### config.mk
export PLATFORM = sky130hd
export DESIGN_NAME = intt_gs_butterfly_flat
export DESIGN_NICKNAME = d
export VERILOG_FILES = /design/src/rtl/intt_gs_butterfly_if.sv /design/src/rtl/intt_gs_butterfly.sv /design/src/flat_wrapper.sv
export SDC_FILE = /design/constraint.sdc
export NUM_CORES = 2
export LEC_CHECK = 0
export BUFFER_PORTS_ARGS = -buffer_cell sky130_fd_sc_hd__buf_2
export CORE_MARGIN = 3
export CORE_UTILIZATION = 25
export CTS_CLUSTER_DIAMETER = 80
export DETAILED_ROUTE_END_ITERATION = 6
export GPL_TIMING_DRIVEN = 0
export PLACE_DENSITY = 0.43
export SYNTH_ARGS = -nofsm -noshare
export SYNTH_HDL_FRONTEND = slang
export SYNTH_SLANG_ARGS = --single-unit
### constraint.sdc
create_clock -name clk -period 11.6 [get_ports clk]
set_input_delay 2.32 -clock clk [delete_from_list [all_inputs] [get_ports clk]]
set_output_delay 2.32 -clock clk [all_outputs]
set_load 0.02 [all_outputs]
### src/rtl/intt_gs_butterfly_if.sv
// Operand/result handshake bundle for the INTT Gentleman-Sande butterfly.
// The master drives operands and out_ready; the slave is the butterfly itself.
interface intt_gs_butterfly_if #(
  parameter int WIDTH     = 32,
  parameter int TAG_WIDTH = 8
);
  logic                 in_valid;
  logic                 in_ready;
  logic [WIDTH-1:0]     in_a;
  logic [WIDTH-1:0]     in_b;
  logic [WIDTH-1:0]     in_w;
  logic [TAG_WIDTH-1:0] in_tag;
  logic                 out_valid;
  logic                 out_ready;
  logic [WIDTH-1:0]     out_x;
  logic [WIDTH-1:0]     out_y;
  logic [TAG_WIDTH-1:0] out_tag;

  modport master (
    output in_valid, in_a, in_b, in_w, in_tag, out_ready,
    input  in_ready, out_valid, out_x, out_y, out_tag
  );

  modport slave (
    input  in_valid, in_a, in_b, in_w, in_tag, out_ready,
    output in_ready, out_valid, out_x, out_y, out_tag
  );
endinterface

### src/rtl/intt_gs_butterfly.sv
// Pipelined GS butterfly: x = (a+b) mod Q, y = ((a-b) mod Q)*w mod Q.
// Four register ranks (S1, S2, S3, output) share one stall enable driven by the output side.
module intt_gs_butterfly #(
  parameter int          WIDTH     = 32,
  parameter int unsigned Q         = 8380417,
  parameter int          TAG_WIDTH = 8
) (
  input  logic                  clk,
  input  logic                  rst_n,
  intt_gs_butterfly_if.slave    bus
);
  localparam int STAGES = 4;
  localparam int PW     = 2 * WIDTH;
  localparam int K      = $clog2(Q);
  localparam logic [WIDTH-1:0] QW = WIDTH'(Q);
  localparam logic [PW-1:0]    QP = PW'(Q);
  // Barrett constant floor(2^(2K)/Q), folded at elaboration
  localparam logic [PW-1:0]    MU = (PW'(1) << (2 * K)) / QP;

  logic [STAGES:1]      r_vld_pipe;
  logic [WIDTH-1:0]     r1_sum, r1_diff, r1_w;
  logic [TAG_WIDTH-1:0] r1_tag;
  logic [PW-1:0]        r2_p;
  logic [WIDTH-1:0]     r2_sum;
  logic [TAG_WIDTH-1:0] r2_tag;
  logic [PW-1:0]        r3_p, r3_q;
  logic [WIDTH-1:0]     r3_sum;
  logic [TAG_WIDTH-1:0] r3_tag;
  logic [WIDTH-1:0]     r_x, r_y;
  logic [TAG_WIDTH-1:0] r_tag;

  logic                 w_en;
  logic [WIDTH:0]       w_sum_raw, w_sum_red;
  logic [WIDTH-1:0]     w_diff;
  logic [PW-1:0]        w_t, w_tm, w_q;
  logic [PW-1:0]        w_r0, w_r1, w_r2;

  assign w_en         = !r_vld_pipe[STAGES] || bus.out_ready;
  assign bus.in_ready = w_en;

  // S1: modular add and subtract; the a<b branch adds Q-b so nothing goes negative
  assign w_sum_raw = {1'b0, bus.in_a} + {1'b0, bus.in_b};
  assign w_sum_red = (w_sum_raw >= {1'b0, QW}) ? w_sum_raw - {1'b0, QW} : w_sum_raw;
  assign w_diff    = (bus.in_a >= bus.in_b) ? bus.in_a - bus.in_b
                                            : bus.in_a + (QW - bus.in_b);

  // S3 quotient estimate; the true quotient exceeds it by at most 2
  assign w_t  = r2_p >> (K - 1);
  assign w_tm = w_t * MU;
  assign w_q  = w_tm >> (K + 1);

  // Output stage: remainder in [0, 3Q) brought into [0, Q)
  assign w_r0 = r3_p - r3_q * QP;
  assign w_r1 = (w_r0 >= QP) ? w_r0 - QP : w_r0;
  assign w_r2 = (w_r1 >= QP) ? w_r1 - QP : w_r1;

  always_ff @(posedge clk or negedge rst_n) begin
    if (!rst_n) begin
      r_vld_pipe <= '0;
      r1_sum     <= '0;
      r1_diff    <= '0;
      r1_w       <= '0;
      r1_tag     <= '0;
      r2_p       <= '0;
      r2_sum     <= '0;
      r2_tag     <= '0;
      r3_p       <= '0;
      r3_q       <= '0;
      r3_sum     <= '0;
      r3_tag     <= '0;
      r_x        <= '0;
      r_y        <= '0;
      r_tag      <= '0;
    end else if (w_en) begin
      r_vld_pipe <= {r_vld_pipe[STAGES-1:1], bus.in_valid};
      r1_sum     <= w_sum_red[WIDTH-1:0];
      r1_diff    <= w_diff;
      r1_w       <= bus.in_w;
      r1_tag     <= bus.in_tag;
      r2_p       <= {{WIDTH{1'b0}}, r1_diff} * {{WIDTH{1'b0}}, r1_w};
      r2_sum     <= r1_sum;
      r2_tag     <= r1_tag;
      r3_p       <= r2_p;
      r3_q       <= w_q;
      r3_sum     <= r2_sum;
      r3_tag     <= r2_tag;
      r_x        <= r3_sum;
      r_y        <= w_r2[WIDTH-1:0];
      r_tag      <= r3_tag;
    end
  end

  assign bus.out_valid = r_vld_pipe[STAGES];
  assign bus.out_x     = r_x;
  assign bus.out_y     = r_y;
  assign bus.out_tag   = r_tag;
endmodule

### src/flat_wrapper.sv
// flat-port wrapper written by rule: the top's interface ports become plain ports
module intt_gs_butterfly_flat 
#(
  parameter int          WIDTH     = 32,
  parameter int unsigned Q         = 8380417,
  parameter int          TAG_WIDTH = 8
)
  (clk, rst_n, bus_in_valid, bus_in_a, bus_in_b, bus_in_w, bus_in_tag, bus_out_ready, bus_in_ready, bus_out_valid, bus_out_x, bus_out_y, bus_out_tag);
  intt_gs_butterfly_if #(.WIDTH(WIDTH), .TAG_WIDTH(TAG_WIDTH)) bus_i ();
  input  logic clk;
  input  logic rst_n;
  input wire logic [$bits(bus_i.in_valid)-1:0] bus_in_valid;
  input wire logic [$bits(bus_i.in_a)-1:0] bus_in_a;
  input wire logic [$bits(bus_i.in_b)-1:0] bus_in_b;
  input wire logic [$bits(bus_i.in_w)-1:0] bus_in_w;
  input wire logic [$bits(bus_i.in_tag)-1:0] bus_in_tag;
  input wire logic [$bits(bus_i.out_ready)-1:0] bus_out_ready;
  output wire logic [$bits(bus_i.in_ready)-1:0] bus_in_ready;
  output wire logic [$bits(bus_i.out_valid)-1:0] bus_out_valid;
  output wire logic [$bits(bus_i.out_x)-1:0] bus_out_x;
  output wire logic [$bits(bus_i.out_y)-1:0] bus_out_y;
  output wire logic [$bits(bus_i.out_tag)-1:0] bus_out_tag;
  assign bus_i.in_valid = bus_in_valid;
  assign bus_i.in_a = bus_in_a;
  assign bus_i.in_b = bus_in_b;
  assign bus_i.in_w = bus_in_w;
  assign bus_i.in_tag = bus_in_tag;
  assign bus_i.out_ready = bus_out_ready;
  assign bus_in_ready = bus_i.in_ready;
  assign bus_out_valid = bus_i.out_valid;
  assign bus_out_x = bus_i.out_x;
  assign bus_out_y = bus_i.out_y;
  assign bus_out_tag = bus_i.out_tag;
  intt_gs_butterfly #(.WIDTH(WIDTH), .Q(Q), .TAG_WIDTH(TAG_WIDTH)) u_core (.clk(clk), .rst_n(rst_n), .bus(bus_i));
endmodule
Word level (Yosys, flattened, before mapping)
Cells that the tools add are included.
Storage, ports and cells
  flip-flop bits (word level): 428
  input port bits: 108
  output and inout bits: 74
Cells by class
  add/subtract/negate cells: 8
  multiply operators: 3
  order comparisons: 4
  multiplexer cells: 4
  reduce and logical (&&, ||, !) cells: 2
Operators by type and width (count)
  >= comparator 64 x 23 -> 1 bit (second input constant): 2
  2-to-1 mux 32 bit: 3
  multiplier 32 x 32 -> 64 bit: 1
  multiplier 42 x 24 -> 64 bit (second input constant): 1
  2-to-1 mux 64 bit: 1
  subtractor 32 x 23 -> 32 bit (second input constant): 2
  subtractor 64 x 23 -> 64 bit (second input constant): 1
  subtractor 64 bit: 1
  multiplier 40 x 23 -> 63 bit (second input constant): 1
  adder 32 x 32 -> 33 bit: 1
  >= comparator 33 x 23 -> 1 bit (second input constant): 1
  adder 32 bit: 1
  >= comparator 32 bit: 1
  subtractor 23 x 32 -> 32 bit (first input constant): 1
  subtractor 32 bit: 1
  logical NOT 1 bit: 1
  logical OR 1 bit: 1

Logic depth before layout (Yosys ltp)
  depth in word-level cells: 6
  depth in mapped cells: 56
  mapped depth without buffers: 51

Least setup slack after synthesis
No wires, ideal clock.
  kind: reg2reg
  start point: register u_core.r3_q[9]
  end point: register u_core.r_y[5] (netlist: u_core.bus.out_y[5])
  setup time: 0.132 ns
  arrival time: 11.458 ns
  path slack: 0.010 ns
  cell stages (with the launch flop): 49
  buffers on the path: 5
  period minus slack after synthesis: 11.590 ns
  path through: dfrtp_1 inv_1 fa_1 fa_1 inv_1 fa_1 fa_1 fa_1 fa_1 ha_1 ha_1 o21ai_0 a21oi_1 a221oi_1 o21ai_0 o21ai_0 a31oi_1 a21oi_1 [... 13 more ...] a221oi_1 mux2_2 a311o_1 a311oi_1 nor4b_4 clkbuf_1 nand2_1 clkbuf_1 o21ai_0 ha_1 buf_2 nor2b_1 nand4_1 a311o_1 buf_6 a31oi_1 and3_1 nor3_2
On the way
  longest elaborated chain between the ends: 6
  elaborated cells between the ends (all ways): 8
Ends and longest elaborated chain
  start, declared: line intt_gs_butterfly.sv:26  | logic [PW-1:0] r3_p, r3_q;
  start signal, assigned: line intt_gs_butterfly.sv:84  | r3_q <= w_q;
  multiplier 40 x 23 -> 63 bit *: line intt_gs_butterfly.sv:53  | assign w_r0 = r3_p - r3_q * QP;
  subtractor 64 bit *: line intt_gs_butterfly.sv:53
  subtractor 64 x 23 -> 64 bit or >= comparator 64 x 23 -> 1 bit (tied branches): line intt_gs_butterfly.sv:54  | assign w_r1 = (w_r0 >= QP) ? w_r0 - QP : w_r0;
  2-to-1 mux 64 bit *: line intt_gs_butterfly.sv:54
  >= comparator 64 x 23 -> 1 bit or subtractor 32 x 23 -> 32 bit (tied branches): line intt_gs_butterfly.sv:55  | assign w_r2 = (w_r1 >= QP) ? w_r1 - QP : w_r1;
  2-to-1 mux 32 bit *: line intt_gs_butterfly.sv:55
  end signal, assigned: line intt_gs_butterfly.sv:88  | r_y <= w_r2[WIDTH-1:0];
  end, declared: line intt_gs_butterfly.sv:29  | logic [WIDTH-1:0] r_x, r_y;
Every way passes the cells marked *; elsewhere a longest branch is shown, timed or not.
A chain may end at the register's enable or synchronous reset.

Worst setup path after layout
  start point: register u_core.r3_q[5]
  end point: register u_core.r_y[30] (netlist: u_core.bus.out_y[30])
Same word-level chain as after synthesis.

==> results.sh <==
export IMPL_status="finished with violations"
export IMPL_violations="max-capacitance violations, max-slew violations, negative setup slack"
export IMPL_worstSetupPathType="register to register"
export IMPL_pin_count=182
export IMPL_vias=62400
export IMPL_area_delta_synth_final_pct=13.7
export IMPL_chipWidth_um=559
export IMPL_cts_root_buf="clkbuf_16"
export IMPL_drive_gt1_frac=0.0768
export IMPL_clk_latency_ns=0.78
export IMPL_clock_skew_ns=0.0980
export IMPL_r2r_end="u_core.bus.out_y[30]"
export IMPL_dp_slack_ns=-3.82
export IMPL_maxCapViolCount=6
export IMPL_grt_pass1_wl_mm=468
export IMPL_place_hpwl_mm=266
export IMPL_synth_cell_types=105
export IMPL_rsz0062_at_grt="yes"
export IMPL_grt_max_degree=117
export IMPL_min_period_ns=12.04
export IMPL_synth_edff_count=0
export IMPL_initial_utilization=0.252
export IMPL_cts_buffer_depth=4
export IMPL_drt_iter0_markers=4783
export IMPL_cp_start_kind="register"
export IMPL_finalNetCount=11300
export IMPL_wl_per_cell_um=24.2
export IMPL_fmax_mhz=83.1
export IMPL_cts_tree="built"
export IMPL_cp_max_fo=10
export IMPL_synth_seq_cells=428
export IMPL_min_delay_start="u_core.r3_sum[25]"
export IMPL_h_tree_depth=3
export IMPL_postSynthAreaPerCell_um2=8.73
export IMPL_finalNonFillerCells=13300
export IMPL_required_ns=12.18
export IMPL_ys_async_sr_fraction=1.00
export IMPL_syn_area_mm2=0.0764
export IMPL_die_h_um=559
export IMPL_crit_slowest_cell="fa_2"
export IMPL_path_clk_slew_ns=0.06
export IMPL_hold_ws_ns=0.461
export IMPL_worstRegToRegCells=45
export IMPL_ys_seq_area_frac=0.140
export IMPL_coreArea_mm2=0.304
export IMPL_numPortBuffers=181
export IMPL_vias_per_cell=4.71
export IMPL_grt_usage=0.203
export IMPL_slew_violations=66
export IMPL_grt_ovfl_total=0
export IMPL_hold_class="register to register"
export IMPL_crit_path_max_incr_delay_ns=0.62
export IMPL_fin_crit_sh=1.04
export IMPL_cp_end_kind="register"
export IMPL_ff2ff_setup_slack_ns=-0.44
export IMPL_synthFlopType="dfrtp_1"
export IMPL_clock_sinks=428
export IMPL_ys_warn_count=0
export IMPL_dr_pass1_iters=6
export IMPL_fp_row_count=202
export IMPL_relSlewSlack=-0.0726
export IMPL_whs_endpoint="u_core.bus.out_x[25]"
export IMPL_hold_viol=0
export IMPL_gp_congestion=0.955
export IMPL_antenna_found_initial=56
export IMPL_wl_mm=320
export IMPL_holdPathStages=2
export IMPL_cp_arrival_ns=12.62
export IMPL_synthesis_nets=10900
export IMPL_tightest_slew_ns=1.61
export IMPL_post_place_cells=13000
export IMPL_cts_made_buffers=73
export IMPL_dieArea_mm2=0.312
export IMPL_setup_viol=32
export IMPL_drcViolationCount=0
export IMPL_grt_pass1_vias=66100
export IMPL_syn_inst=8758
export IMPL_worst_slack_ns=-0.436
export IMPL_regToRegStartpoint="u_core.r3_q[5]"
export IMPL_postRouteAntennaNets=0
-- critical path, delay by kind of cell (launching register included) --
family	cells	cell delay, ns
and+or+nand+nor	10	2.13
buffers and inverters	6	0.91
muxes	1	0.32
AOI/OAI and AO/OA	17	3.73
DFF	1	0.41
xor gates and xnor gates	2	0.41
adders and majority gates	9	3.95
-- cell usage after synthesis (all sizes together), types with 13 or more instances --
cell | instances | share of area
nor2b | 28 | 0.0023
and4 | 14 | 0.0016
a21o | 104 | 0.010
a31oi | 30 | 0.0025
o31ai | 36 | 0.0036
buf | 30 | 0.0023
or2 | 23 | 0.0019
nor4 | 25 | 0.0023
nand2b | 39 | 0.0032
a211o | 16 | 0.0018
nand4 | 71 | 0.0058
or3 | 35 | 0.0029
nor3b | 14 | 0.0014
o211ai | 25 | 0.0025
inv | 1531 | 0.075
and3 | 35 | 0.0029
nand3 | 91 | 0.0061
dfrtp | 428 | 0.14
o21ai | 260 | 0.017
o21bai | 46 | 0.0045
nand2 | 1717 | 0.084
clkbuf | 360 | 0.018
a21boi | 13 | 0.0013
a211oi | 28 | 0.0030
nor3 | 88 | 0.0059
and2 | 282 | 0.023
fa | 1258 | 0.33
a21oi | 395 | 0.026
nor2 | 326 | 0.016
xnor2 | 216 | 0.025
o21a | 40 | 0.0039
ha | 823 | 0.13
xor2 | 133 | 0.015
-- cells by family after synthesis --
family                     synth area share
muxes                               0.00192
and+or+nand+nor                       0.165
buffers and inverters                0.0952
AOI/OAI and AO/OA                    0.0930
adders and majority gates             0.464
DFF                                   0.140
xor gates and xnor gates             0.0401
-- state kept, by name (all words and copies together), names as in the netlist, 32 cells and up --
name	cells
u_core.r3_sum	32
u_core.bus.out_y	32
u_core.r3_p	64
u_core.r2_p	64
u_core.bus.out_x	32
u_core.r3_q	40
u_core.r1_diff	32
u_core.r2_sum	32
u_core.r1_sum	32
u_core.r1_w	32
-- routing by layer --
metal | up-vias | global-route usage | share of wire
met5 | - | 0 | 0.00045
met4 | 20 | 0.0697 | 0.041
met3 | 436 | 0.0328 | 0.061
met2 | 1955 | 0.326 | 0.45
met1 | 31800 | 0.277 | 0.45
li1 | 28200 | - | -
-- final cells by class --
class / instances / area (µm²)
Buffer: 380 / 1560
Sequential cell: 428 / 10700
Antenna cell: 22 / 55.1
Timing Repair Buffer: 279 / 1830
Multi-Input combinational cell: 6408 / 59500
Inverter: 1532 / 5800
Tap cell: 4080 / 5100
Clock inverter: 33 / 318
Clock buffer: 94 / 2030
Fill cell: 32700 / 217000
-- worst max path at each step --
stage               startpoint                    to  slack (ns)
6_report        u_core.r3_q[5]  u_core.bus.out_y[30]       -0.44
5_1_grt         u_core.r3_q[5]  u_core.bus.out_y[14]       -0.88
4_1_cts         u_core.r3_q[7]  u_core.bus.out_y[30]       -0.41
3_5_place_dp   u_core.r3_q[12]  u_core.bus.out_y[23]       -3.82
3_3_place_gp   u_core.r3_q[12]  u_core.bus.out_y[23]       -3.87
2_1_floorplan   u_core.r3_q[9]   u_core.bus.out_y[5]        0.01
-- cell usage in the layout, fill, tap and decap left out, types with 104 or more instances in the layout --
master | synthesis | routed
and2_1 | 282 | 282
clkbuf_1 | 360 | 341
nand2_1 | 1715 | 1712
a21o_1 | 104 | 104
nor2_1 | 326 | 322
inv_1 | 1531 | 1506
ha_1 | 823 | 800
xor2_1 | 133 | 127
fa_1 | 1258 | 1243
dfrtp_1 | 428 | 409
a21oi_1 | 393 | 374
buf_2 | 17 | 194
xnor2_1 | 215 | 205
o21ai_0 | 241 | 220
-- through the flow --
| stage | cell area (µm²) | util | TNS, ns |
|---|---|---|---|
| finish | 86900 | 0.286 | -9.60 |
| global placement | 82400 | 0.272 | -723.42 |
| global route | 86900 | 0.286 | -24.27 |
| detailed placement | 82700 | 0.272 | -105.45 |
| CTS | 86400 | 0.284 | -9.64 |
| floorplan | 76400 | - | 0 |
-- what timing repair did --
action | in CTS | in global routing
resized for setup | 202 | 77
pin swaps | 72 | 46
buffers inserted | 65 | 25
setup endpoints to repair | 32 | 32
gates cloned | 1 | 0
hold buffers | 0 | 0
Power is not shown: default switching activity piles up to over one toggle a cycle in this logic, so the estimate is an artifact.
